<file path="config.mk">
export PLATFORM = sky130hd
export DESIGN_NAME = parity_frame_rx
export DESIGN_NICKNAME = d
export VERILOG_FILES = /design/src/rtl/parity_frame_pkg.sv /design/src/rtl/parity_frame_rx.sv
export SDC_FILE = /design/constraint.sdc
export NUM_CORES = 1
export LEC_CHECK = 0
export CAP_MARGIN = 10
export CORE_MARGIN = 3
export CORE_UTILIZATION = 39
export CTS_CLUSTER_DIAMETER = 100
export CTS_CLUSTER_SIZE = 20
export DETAILED_ROUTE_END_ITERATION = 8
export DONT_BUFFER_PORTS = 1
export SLEW_MARGIN = 20
export SYNTH_ARGS = -nofsm -noshare
export SYNTH_HDL_FRONTEND = slang
export SYNTH_SLANG_ARGS = --single-unit
</file>
<file path="constraint.sdc">
create_clock -name clk -period 1.5 [get_ports clk]
set_clock_uncertainty 0.15 [all_clocks]
set_input_delay 0 -clock clk [delete_from_list [all_inputs] [get_ports clk]]
set_output_delay 0 -clock clk [all_outputs]
set_load 0.005 [all_outputs]
</file>
<file path="src/rtl/parity_frame_pkg.sv">
// Shared definitions for the XOR-parity frame path (receiver and transmitter).
//   state_t    : receiver FSM states
//   START_BIT  : line level of a start bit
//   STOP_BIT   : line level of a stop bit
//   parity_of  : parity bit a transmitter sends for a word (zero-extended to 32 bits)
package parity_frame_pkg;

  typedef enum logic [1:0] {
    IDLE   = 2'd0,
    DATA   = 2'd1,
    PARITY = 2'd2,
    STOP   = 2'd3
  } state_t;

  localparam logic START_BIT = 1'b0;
  localparam logic STOP_BIT  = 1'b1;

  // Even parity: XOR of the data. Odd parity: its complement.
  function automatic logic parity_of(input logic [31:0] word, input logic odd);
    return (^word) ^ odd;
  endfunction

endpackage

</file>
<file path="src/rtl/parity_frame_rx.sv">
// Serial receiver/checker for XOR-parity frames.
// Frame on the line, LSB first: start(0), DATA_W data bits, parity bit, stop(1).
// Bits are consumed only in cycles with bit_valid=1; gaps of any length are allowed.
// Ports:
//   clk        : clock, rising edge
//   rst_n      : synchronous active-low reset
//   bit_in     : serial frame bit
//   bit_valid  : qualifies bit_in
//   data_out   : last good-stop data word (bit 0 = first data bit received)
//   data_valid : one-cycle pulse, frame completed with a good stop bit
//   parity_err : qualifies data_valid, recomputed parity mismatched
//   frame_err  : one-cycle pulse, stop bit was 0
//   busy       : high whenever the FSM is not IDLE
module parity_frame_rx
  import parity_frame_pkg::*;
#(
  parameter int DATA_W     = 8,
  parameter bit PARITY_ODD = 1'b0
) (
  input  logic              clk,
  input  logic              rst_n,
  input  logic              bit_in,
  input  logic              bit_valid,
  output logic [DATA_W-1:0] data_out,
  output logic              data_valid,
  output logic              parity_err,
  output logic              frame_err,
  output logic              busy
);

  localparam int CNT_W = $clog2(DATA_W + 1);
  localparam logic [CNT_W-1:0] LAST_CNT = CNT_W'(DATA_W - 1);

  state_t            state_q, state_d;
  logic [DATA_W-1:0] shift_q, shift_d;
  logic [CNT_W-1:0]  cnt_q, cnt_d;
  logic              xor_q, xor_d;
  logic              mismatch_q, mismatch_d;
  logic [DATA_W-1:0] data_q, data_d;
  logic              data_valid_q, data_valid_d;
  logic              parity_err_q, parity_err_d;
  logic              frame_err_q, frame_err_d;

  always_comb begin
    state_d      = state_q;
    shift_d      = shift_q;
    cnt_d        = cnt_q;
    xor_d        = xor_q;
    mismatch_d   = mismatch_q;
    data_d       = data_q;
    data_valid_d = 1'b0;
    parity_err_d = 1'b0;
    frame_err_d  = 1'b0;

    if (bit_valid) begin
      case (state_q)
        IDLE: begin
          if (bit_in == START_BIT) begin
            state_d = DATA;
            cnt_d   = '0;
            xor_d   = 1'b0;
          end
        end
        DATA: begin
          // Enter at the MSB so that after DATA_W shifts the first bit sits at bit 0.
          // Written as shift-then-set so it also elaborates for DATA_W=1.
          shift_d             = shift_q >> 1;
          shift_d[DATA_W-1]   = bit_in;
          xor_d               = xor_q ^ bit_in;
          cnt_d               = cnt_q + CNT_W'(1);
          if (cnt_q == LAST_CNT) begin
            state_d = PARITY;
          end
        end
        PARITY: begin
          mismatch_d = bit_in ^ xor_q ^ PARITY_ODD;
          state_d    = STOP;
        end
        STOP: begin
          if (bit_in == STOP_BIT) begin
            data_d       = shift_q;
            data_valid_d = 1'b1;
            parity_err_d = mismatch_q;
          end else begin
            frame_err_d = 1'b1;
          end
          state_d = IDLE;
        end
        default: state_d = IDLE;
      endcase
    end
  end

  always_ff @(posedge clk) begin
    if (!rst_n) begin
      state_q      <= IDLE;
      shift_q      <= '0;
      cnt_q        <= '0;
      xor_q        <= 1'b0;
      mismatch_q   <= 1'b0;
      data_q       <= '0;
      data_valid_q <= 1'b0;
      parity_err_q <= 1'b0;
      frame_err_q  <= 1'b0;
    end else begin
      state_q      <= state_d;
      shift_q      <= shift_d;
      cnt_q        <= cnt_d;
      xor_q        <= xor_d;
      mismatch_q   <= mismatch_d;
      data_q       <= data_d;
      data_valid_q <= data_valid_d;
      parity_err_q <= parity_err_d;
      frame_err_q  <= frame_err_d;
    end
  end

  assign data_out   = data_q;
  assign data_valid = data_valid_q;
  assign parity_err = parity_err_q;
  assign frame_err  = frame_err_q;
  assign busy       = (state_q != IDLE);

endmodule

</file>
; After elaboration in Yosys (flattened, before gate mapping)
; Index checks and enable logic that the tools add are counted.
[word_totals]
reg_bits = 27
in_bits = 4
out_inout_bits = 12
elab_cells = 36
[op_classes]
n_addsub = 1
eq_ne = 6
mux = 9
n_bitwise = 1
n_reduce_logical = 10
[op_table]
columns = operator, count
row1 = $reduce_and A3 Y1, 4
row2 = $pmux W2 S4, 1
row3 = $pmux W4 S2, 1
row4 = $add A4 B1 Y4 const B, 1
row5 = $eq A2 B2 Y1 const B, 2
row6 = $eq A4 B3 Y1 const B, 1
row7 = $mux W2, 2
row8 = $mux W4, 1
row9 = $ne A2 B2 Y1 const B, 2
row10 = $reduce_and A2 Y1, 2
row11 = $reduce_and A4 Y1, 1
row12 = $reduce_bool A2 Y1, 2
row13 = $mux W1, 3
row14 = $eq A2 B1 Y1 const B, 1
row15 = $logic_not A2 Y1, 1
row16 = $pmux W1 S2, 1
row17 = $xor A1 B1 Y1, 1

; Longest topological paths before layout
; Gate-level depths: netlist of run 1.
[depth]
word_depth = 3
ltp_mapped = 6
depth_no_buf = 6

; Worst setup path after synthesis of run 1
; No wires, ideal clock.
[synth_timing]
path_kind = register to register
from = reg state_q[0]
to = reg state_q[0]
setup_time_ps = 86
arrival_ps = 1328
t_required_ps = 1264
path_slack_ps = -63
path_stages_with_launch = 6
path_buffers = 0
period_less_slack_ps = 1563
path_cell_list = dfxtp_1 inv_1 ha_1 a221oi_2 nor2_1 a211oi_1
[synth_via]
elab_chain_len = 3
word_cells_on_any_way = 8
classes_between = 5 x eq/ne / 1 x mux / 2 x reduce/logical
[synth_rtl]
columns = element, line
row1 = from (decl), parity_frame_rx.sv:34  ; state_t state_q, state_d;
row2 = from (signal assigned), parity_frame_rx.sv:106  ; state_q <= state_d;
row3 = $eq A2 B1 Y1 / $logic_not A2 Y1 (equally long branches), parity_frame_rx.sv:56  ; case (state_q)
row4 = $ne A2 B2 Y1 (no line), n/a
row5 = $reduce_and A3 Y1 (no line), n/a
; Several ways; a longest one is shown, not always the timed one.
; A chain may end at the register's enable or synchronous reset.

; Final worst setup path of run 1
[layout_timing]
from = reg state_q[1]
to = reg cnt_q[1]
[layout_via]
elab_chain_len = 3
word_cells_on_any_way = 6
classes_between = 2 x eq/ne / 1 x mux / 3 x reduce/logical
[layout_rtl]
columns = element, line
row1 = $eq A2 B1 Y1 / $logic_not A2 Y1 (equally long branches), parity_frame_rx.sv:56
row2 = $reduce_bool A2 Y1 (no line) / $ne A2 B2 Y1 (equally long branches), n/a
row3 = $reduce_and A3 Y1 (no line), n/a
row4 = to (signal assigned), parity_frame_rx.sv:108  ; cnt_q <= cnt_d;
row5 = to (decl), parity_frame_rx.sv:36  ; logic [CNT_W-1:0] cnt_q, cnt_d;
; Several ways; a longest one is shown, not always the timed one.

==> flow_metrics.env, run 1 <==
export IMPL_drive_above_1_share_pct=26.0
export IMPL_cp_arrival_ns=1.54
export IMPL_ir_drop_uv=626
export IMPL_dieArea_um2=3560
export IMPL_violations="negative hold slack"
export IMPL_route_detailed_drc=0
export IMPL_maxSlewViolCount=0
export IMPL_reg2reg_from="state_q[1]"
export IMPL_netlist_cell_type_count=29
export IMPL_cts_max_level=1
export IMPL_io_buffer_count=0
export IMPL_wl_per_cell_um=13.3
export IMPL_crit_end="cnt_q[1]"
export IMPL_cp_depth=6
export IMPL_antenna_cells=0
export IMPL_antenna_found_initial=0
export IMPL_cts_root_buffer="clkbuf_4"
export IMPL_viasPerCell=5.09
export IMPL_grt_overflow=0
export IMPL_fmax_mhz=679
export IMPL_slowest_delay_ns=0.35
export IMPL_core_area_um2=2610
export IMPL_clk_pin_slew_ns=0.15
export IMPL_layout_commonest_cell="nand2_1"
export IMPL_grt_usage_pct=13.3
export IMPL_finalWorstSetupSlack_ns=0.0270
export IMPL_leakage_nw=0.486
export IMPL_cts_num_sinks=27
export IMPL_drt_iter0_markers=26
export IMPL_cap_violations=0
export IMPL_ant_nets=0
export IMPL_synth_edf_count=0
export IMPL_cts_tree="done"
export IMPL_wirelength_um=2330
export IMPL_r2r_slack_ns=0.03
export IMPL_r2r_end="cnt_q[1]"
export IMPL_gp_congestion=0.718
export IMPL_ys_seq_area_share_pct=48.2
export IMPL_start_util_pct=43.0
export IMPL_worstSetupEndpointType="flop"
export IMPL_num_rows=18
export IMPL_synth_seq_cells=27
export IMPL_nNetsFinal=157
export IMPL_fin_crit_sh_pct=98.2
export IMPL_max_slew_worst_pin_slew_ns=0.444
export IMPL_setup_violations=0
export IMPL_async_flop_share_pct=0
export IMPL_hold_ws_ns=-0.431
export IMPL_rsz0062_at_grt="yes"
export IMPL_r2r_cells=6
export IMPL_synth_area_um2=1120
export IMPL_syn2layout_area_growth_pct=24.0
export IMPL_crit_fanout=5
export IMPL_synthFlopType="dfxtp_1"
export IMPL_crit_family="flip-flops"
export IMPL_worstSetupStartpointType="flop"
export IMPL_place_hpwl_um=1530
export IMPL_crit_slowest_cell="dfxtp_2"
export IMPL_fin_crit_ns=1.47
export IMPL_die_y_um=59.6
export IMPL_ys_warn_count=0
export IMPL_crit_start="state_q[1]"
export IMPL_cts_buffer_depth=2
export IMPL_syn_inst=132
export IMPL_grt_pass1_vias=814
export IMPL_io_pins=16
export IMPL_outcome="finished, violations left"
export IMPL_most_common_layout_cells="nand2_1, dfxtp_1, a21oi_1, buf_4, nor2_1"
export IMPL_first_pass_iters=4
export IMPL_fillers=246
export IMPL_powerDensity_nw_per_um2=917
export IMPL_finalHoldViolCount=20
export IMPL_path_buf_inv=1
export IMPL_relSlewSlack_pct=70.3
export IMPL_route_vias_total=896
export IMPL_grt_start_max_net_pins=17
export IMPL_worstPathCellList="inv_2, ha_4, nor2b_4, o21ai_4, a22oi_2, nor2_1"
export IMPL_post_place_ws_ns=-0.0767
export IMPL_grt_first_pass_wirelength_um=3620
export IMPL_required_ns=1.57
export IMPL_path_class="reg2reg"
export IMPL_fp_dieW_um=59.6
export IMPL_syn_nets=142
export IMPL_numCtsBuffers=3
export IMPL_insertion_delay_ns=0.33
export IMPL_hold_class="in2reg"
export IMPL_syn_area_per_cell_um2=8.50
## Yosys cell counts, drive strengths merged (4+ instances only)
library cell	count	area, um2
a21oi	21	116
inv	5	18.8
dfxtp	27	541
nand3	5	25.0
nor2	9	33.8
ha	6	75.1
nand2	34	135
buf	4	23.8
## layout make-up
type                            count  area [um2]  area share [%]
Multi-Input combinational cell     94         628            45.1
Sequential cell                    27         548            39.4
Timing Repair Buffer               15         125            8.99
Tap cell                           30        37.5            2.70
Clock buffer                        3        22.5            1.62
Inverter                            6        22.5            1.62
Clock inverter                      1        7.51           0.540
## layer usage
layer	wire, um	vias to the layer above	GRT usage [%]	share of wire (%)
met1	1100	404	18.1	47
met4	51	0	3.80	2.2
li1	-	473	-	-
met3	78	6	3.92	3.3
met5	0	-	0	0
met2	1110	13	20.1	47
## worst min-delay path by stage
stage	start	to	slack, ns	depth (start not counted)
after floorplan	rst_n	state_q[1]	-0.009	2
after global placement	bit_in	frame_err	-0.07	1
after detailed placement	bit_in	frame_err	-0.06	1
after CTS	bit_in	frame_err	-0.44	1
after global routing	bit_in	frame_err	-0.46	1
final	bit_in	frame_err	-0.43	1
## per-stage QoR
stage / utilization (%) / power [mW] / instance area (um2) / setup TNS, ns / instances
3_3_place_gp: 46.3 / 0.889 / 1210 / -0.00109 / 167
4_1_cts: 48.9 / 1.23 / 1280 / 0 / 172
3_5_place_dp: 46.3 / 0.892 / 1210 / -0.0840 / 167
5_1_grt: 53.3 / 1.35 / 1390 / -0.158 / 176
2_1_floorplan: - / 0.851 / 1120 / 0 / 132
6_report: 53.3 / 1.28 / 1390 / 0 / 176
## kinds of logic after synthesis
kind of cell | Yosys count | synth area share (%)
multiplexers | 1 | 0.892
adder cells (fa/ha/maj) | 6 | 6.69
XOR/XNOR | 1 | 0.781
flip-flops | 27 | 48.2
buffers and inverters | 11 | 4.46
AND/OR/NAND/NOR | 56 | 21.9
AO/OA/AOI/OAI | 30 | 17.2
## flip-flops by register name (all words and copies together), names as in the netlist
| name | count |
|---|---|
| data_out | 8 |
| shift_q | 8 |
| cnt_q | 4 |
| state_q | 2 |
| data_valid | 1 |
| frame_err | 1 |
| mismatch_q | 1 |
| parity_err | 1 |
| xor_q | 1 |
## power breakdown
part | switching [mW] | internal, mW | leakage (nW)
Combinational | 0.115 | 0.106 | 0.252
Sequential | 0.00877 | 0.728 | 0.220
Clock | 0.216 | 0.102 | 0.0139
Total | 0.340 | 0.936 | 0.486
## what timing repair did
| item | 4_1_cts | 5_1_grt |
|---|---|---|
| setup buffers | 0 | 3 |
| pin swaps | 1 | 7 |
| hold buffers | 1 | 1 |
| endpoints found under the setup margin | 9 | 15 |
| gates resized for setup | 7 | 19 |
| hold endpoints to repair | 27 | 27 |
Note: power is estimated with default switching activity, not from simulation.
==> inputs of run 2 (changes only) <==
==> constraint.sdc (replaced) <==
create_clock -name clk -period 1.3 [get_ports clk]
set_clock_uncertainty 0.15 [all_clocks]
set_input_delay 0 -clock clk [delete_from_list [all_inputs] [get_ports clk]]
set_output_delay 0 -clock clk [all_outputs]
set_load 0.005 [all_outputs]
==> run 2 against run 1 <==
Net effect:
- critical path type unchanged
- design area is 16% higher
- the flow finishes with violations (negative hold slack, negative setup slack)
- largest cell class unchanged
- clock power is 23% higher
- cell count is 5.1% higher
==> flow_metrics.env, run 2 (synthesis gave the netlist of run 1 again) <==
export IMPL_outcome="finished, violations left"
export IMPL_violations="negative hold slack, negative setup slack"
export IMPL_r2r_cells=5
export IMPL_ant_nets=0
export IMPL_seq_area_um2=548
export IMPL_place_inst=171
export IMPL_io_buffer_count=0
export IMPL_drt_iter0_markers=60
export IMPL_cts_tree="done"
export IMPL_syn2layout_area_growth_pct=43.3
export IMPL_fmax_mhz=690
export IMPL_insertion_delay_ns=0.34
export IMPL_worstSetupStartpointType="flop"
export IMPL_grt_usage_pct=17.8
export IMPL_finalHoldViolCount=27
export IMPL_hold_class="in2reg"
export IMPL_crit_slowest_cell="dfxtp_4"
export IMPL_cts_max_level=1
export IMPL_ir_drop_uv=656
export IMPL_finalWorstSetupSlack_ns=-0.149
export IMPL_antenna_found_initial=0
export IMPL_cts_num_sinks=27
export IMPL_cap_violations=0
export IMPL_wirelength_um=2740
export IMPL_p_total_mw=1.55
export IMPL_clk_pin_slew_ns=0.16
export IMPL_reg2reg_from="state_q[0]"
export IMPL_grt_pass1_vias=1031
export IMPL_wl_per_cell_um=14.8
export IMPL_worstPathCellList="inv_4, ha_4, a221oi_4, buf_4, o31ai_1"
export IMPL_route_detailed_drc=0
export IMPL_fin_crit_ns=1.45
export IMPL_io_pins=16
export IMPL_powerDensity_nw_per_um2=964
export IMPL_setup_violations=24
export IMPL_cts_hold_buf=1
export IMPL_nNetsFinal=166
export IMPL_first_pass_iters=4
export IMPL_dieArea_um2=3560
export IMPL_cts_buffer_depth=2
export IMPL_viasPerCell=5.34
export IMPL_relSlewSlack_pct=79.8
export IMPL_cts_root_buffer="clkbuf_4"
export IMPL_place_area_um2=1340
export IMPL_multiInputGateArea_um2=759
export IMPL_grt_overflow=0
export IMPL_r2r_end="state_q[1]"
export IMPL_finish_utilization_pct=61.5
export IMPL_crit_family="flip-flops"
export IMPL_cp_arrival_ns=1.53
export IMPL_drive_above_1_share_pct=45.8
export IMPL_required_ns=1.38
export IMPL_numCtsBuffers=3
export IMPL_hold_path_depth=1
export IMPL_most_common_layout_cells="nand2_1, dfxtp_1, buf_4, a21oi_1, a21oi_2"
export IMPL_cp_depth=5
export IMPL_slowest_delay_ns=0.41
export IMPL_post_place_ws_ns=-0.154
export IMPL_grt_first_pass_wirelength_um=4790
export IMPL_path_buf_inv=2
export IMPL_fillers=220
export IMPL_layout_commonest_cell="nand2_1"
export IMPL_fin_crit_sh_pct=111
export IMPL_fp_dieW_um=59.6
export IMPL_gp_congestion=0.776
export IMPL_r2r_slack_ns=-0.15
export IMPL_die_y_um=59.6
export IMPL_rsz0062_at_grt="yes"
export IMPL_setup_tns_ns=-1.69
export IMPL_start_util_pct=43.0
export IMPL_layout_cells_non_filler=185
export IMPL_finalInstanceArea_um2=1610
export IMPL_worstSetupEndpointType="flop"
export IMPL_crit_end="state_q[1]"
export IMPL_route_vias_total=988
export IMPL_max_slew_worst_pin_slew_ns=0.301
export IMPL_crit_start="state_q[0]"
export IMPL_antenna_cells=0
export IMPL_num_rows=18
export IMPL_hold_ws_ns=-0.434
export IMPL_maxSlewViolCount=0
export IMPL_core_area_um2=2610
export IMPL_grt_start_max_net_pins=19
export IMPL_leakage_nw=0.644
export IMPL_place_hpwl_um=1690
export IMPL_crit_fanout=6
export IMPL_path_class="reg2reg"
==> run 2: cell count changes in the layout (fill, tap and decap cells not counted), sizes merged <==
cell / delta
inv: +1
and3: +1
dlygate4sd3: -1
clkinvlp: -1
buf: +9
==> run 2: layout make-up <==
type	instances	area share, %
sequential	27	34.1
tap	30	2.33
clock buffer	3	1.40
multi-input combinational	95	47.2
clock inverter	1	0.389
inverter	6	1.87
timing repair buffer	23	12.7
==> run 2: worst min path at each step <==
stage	start	endpoint	slack, ns
floorplan	rst_n	state_q[1]	-0.009
global placement	bit_in	frame_err	-0.07
detailed placement	bit_in	frame_err	-0.07
CTS	bit_in	frame_err	-0.46
global route	bit_in	frame_err	-0.48
finish	bit_in	frame_err	-0.43
==> run 2: layer usage <==
metal	vias up	share of wire (%)	routed length [um]	GRT usage (%)
met3	4	2.8	78	3.92
met2	12	54	1480	31.9
met4	0	1.0	28	5.38
met5	-	0	0	0
li1	496	-	-	-
met1	476	42	1150	20.8
==> run 2: worst register-to-register path, cell delays in order (launching register included) <==
cell and delay [ns]:
dfxtp_4 0.41, inv_4 0.04, ha_4 0.18, a221oi_4 0.35
buf_4 0.17, o31ai_1 0.06
==> run 2: what timing repair did <==
action	in CTS	in global routing
gates cloned	1	0
setup buffers	5	3
endpoints found under the hold margin	27	27
setup endpoints to repair	25	27
pin swaps	6	15
gates resized for setup	14	30
==> run 2: report_power, final <==
group	total [mW]	switching [mW]	internal [mW]	leakage, nW
Clock	0.390	0.270	0.120	0.0183
Combinational	0.305	0.153	0.152	0.406
Sequential	0.854	0.0138	0.841	0.220
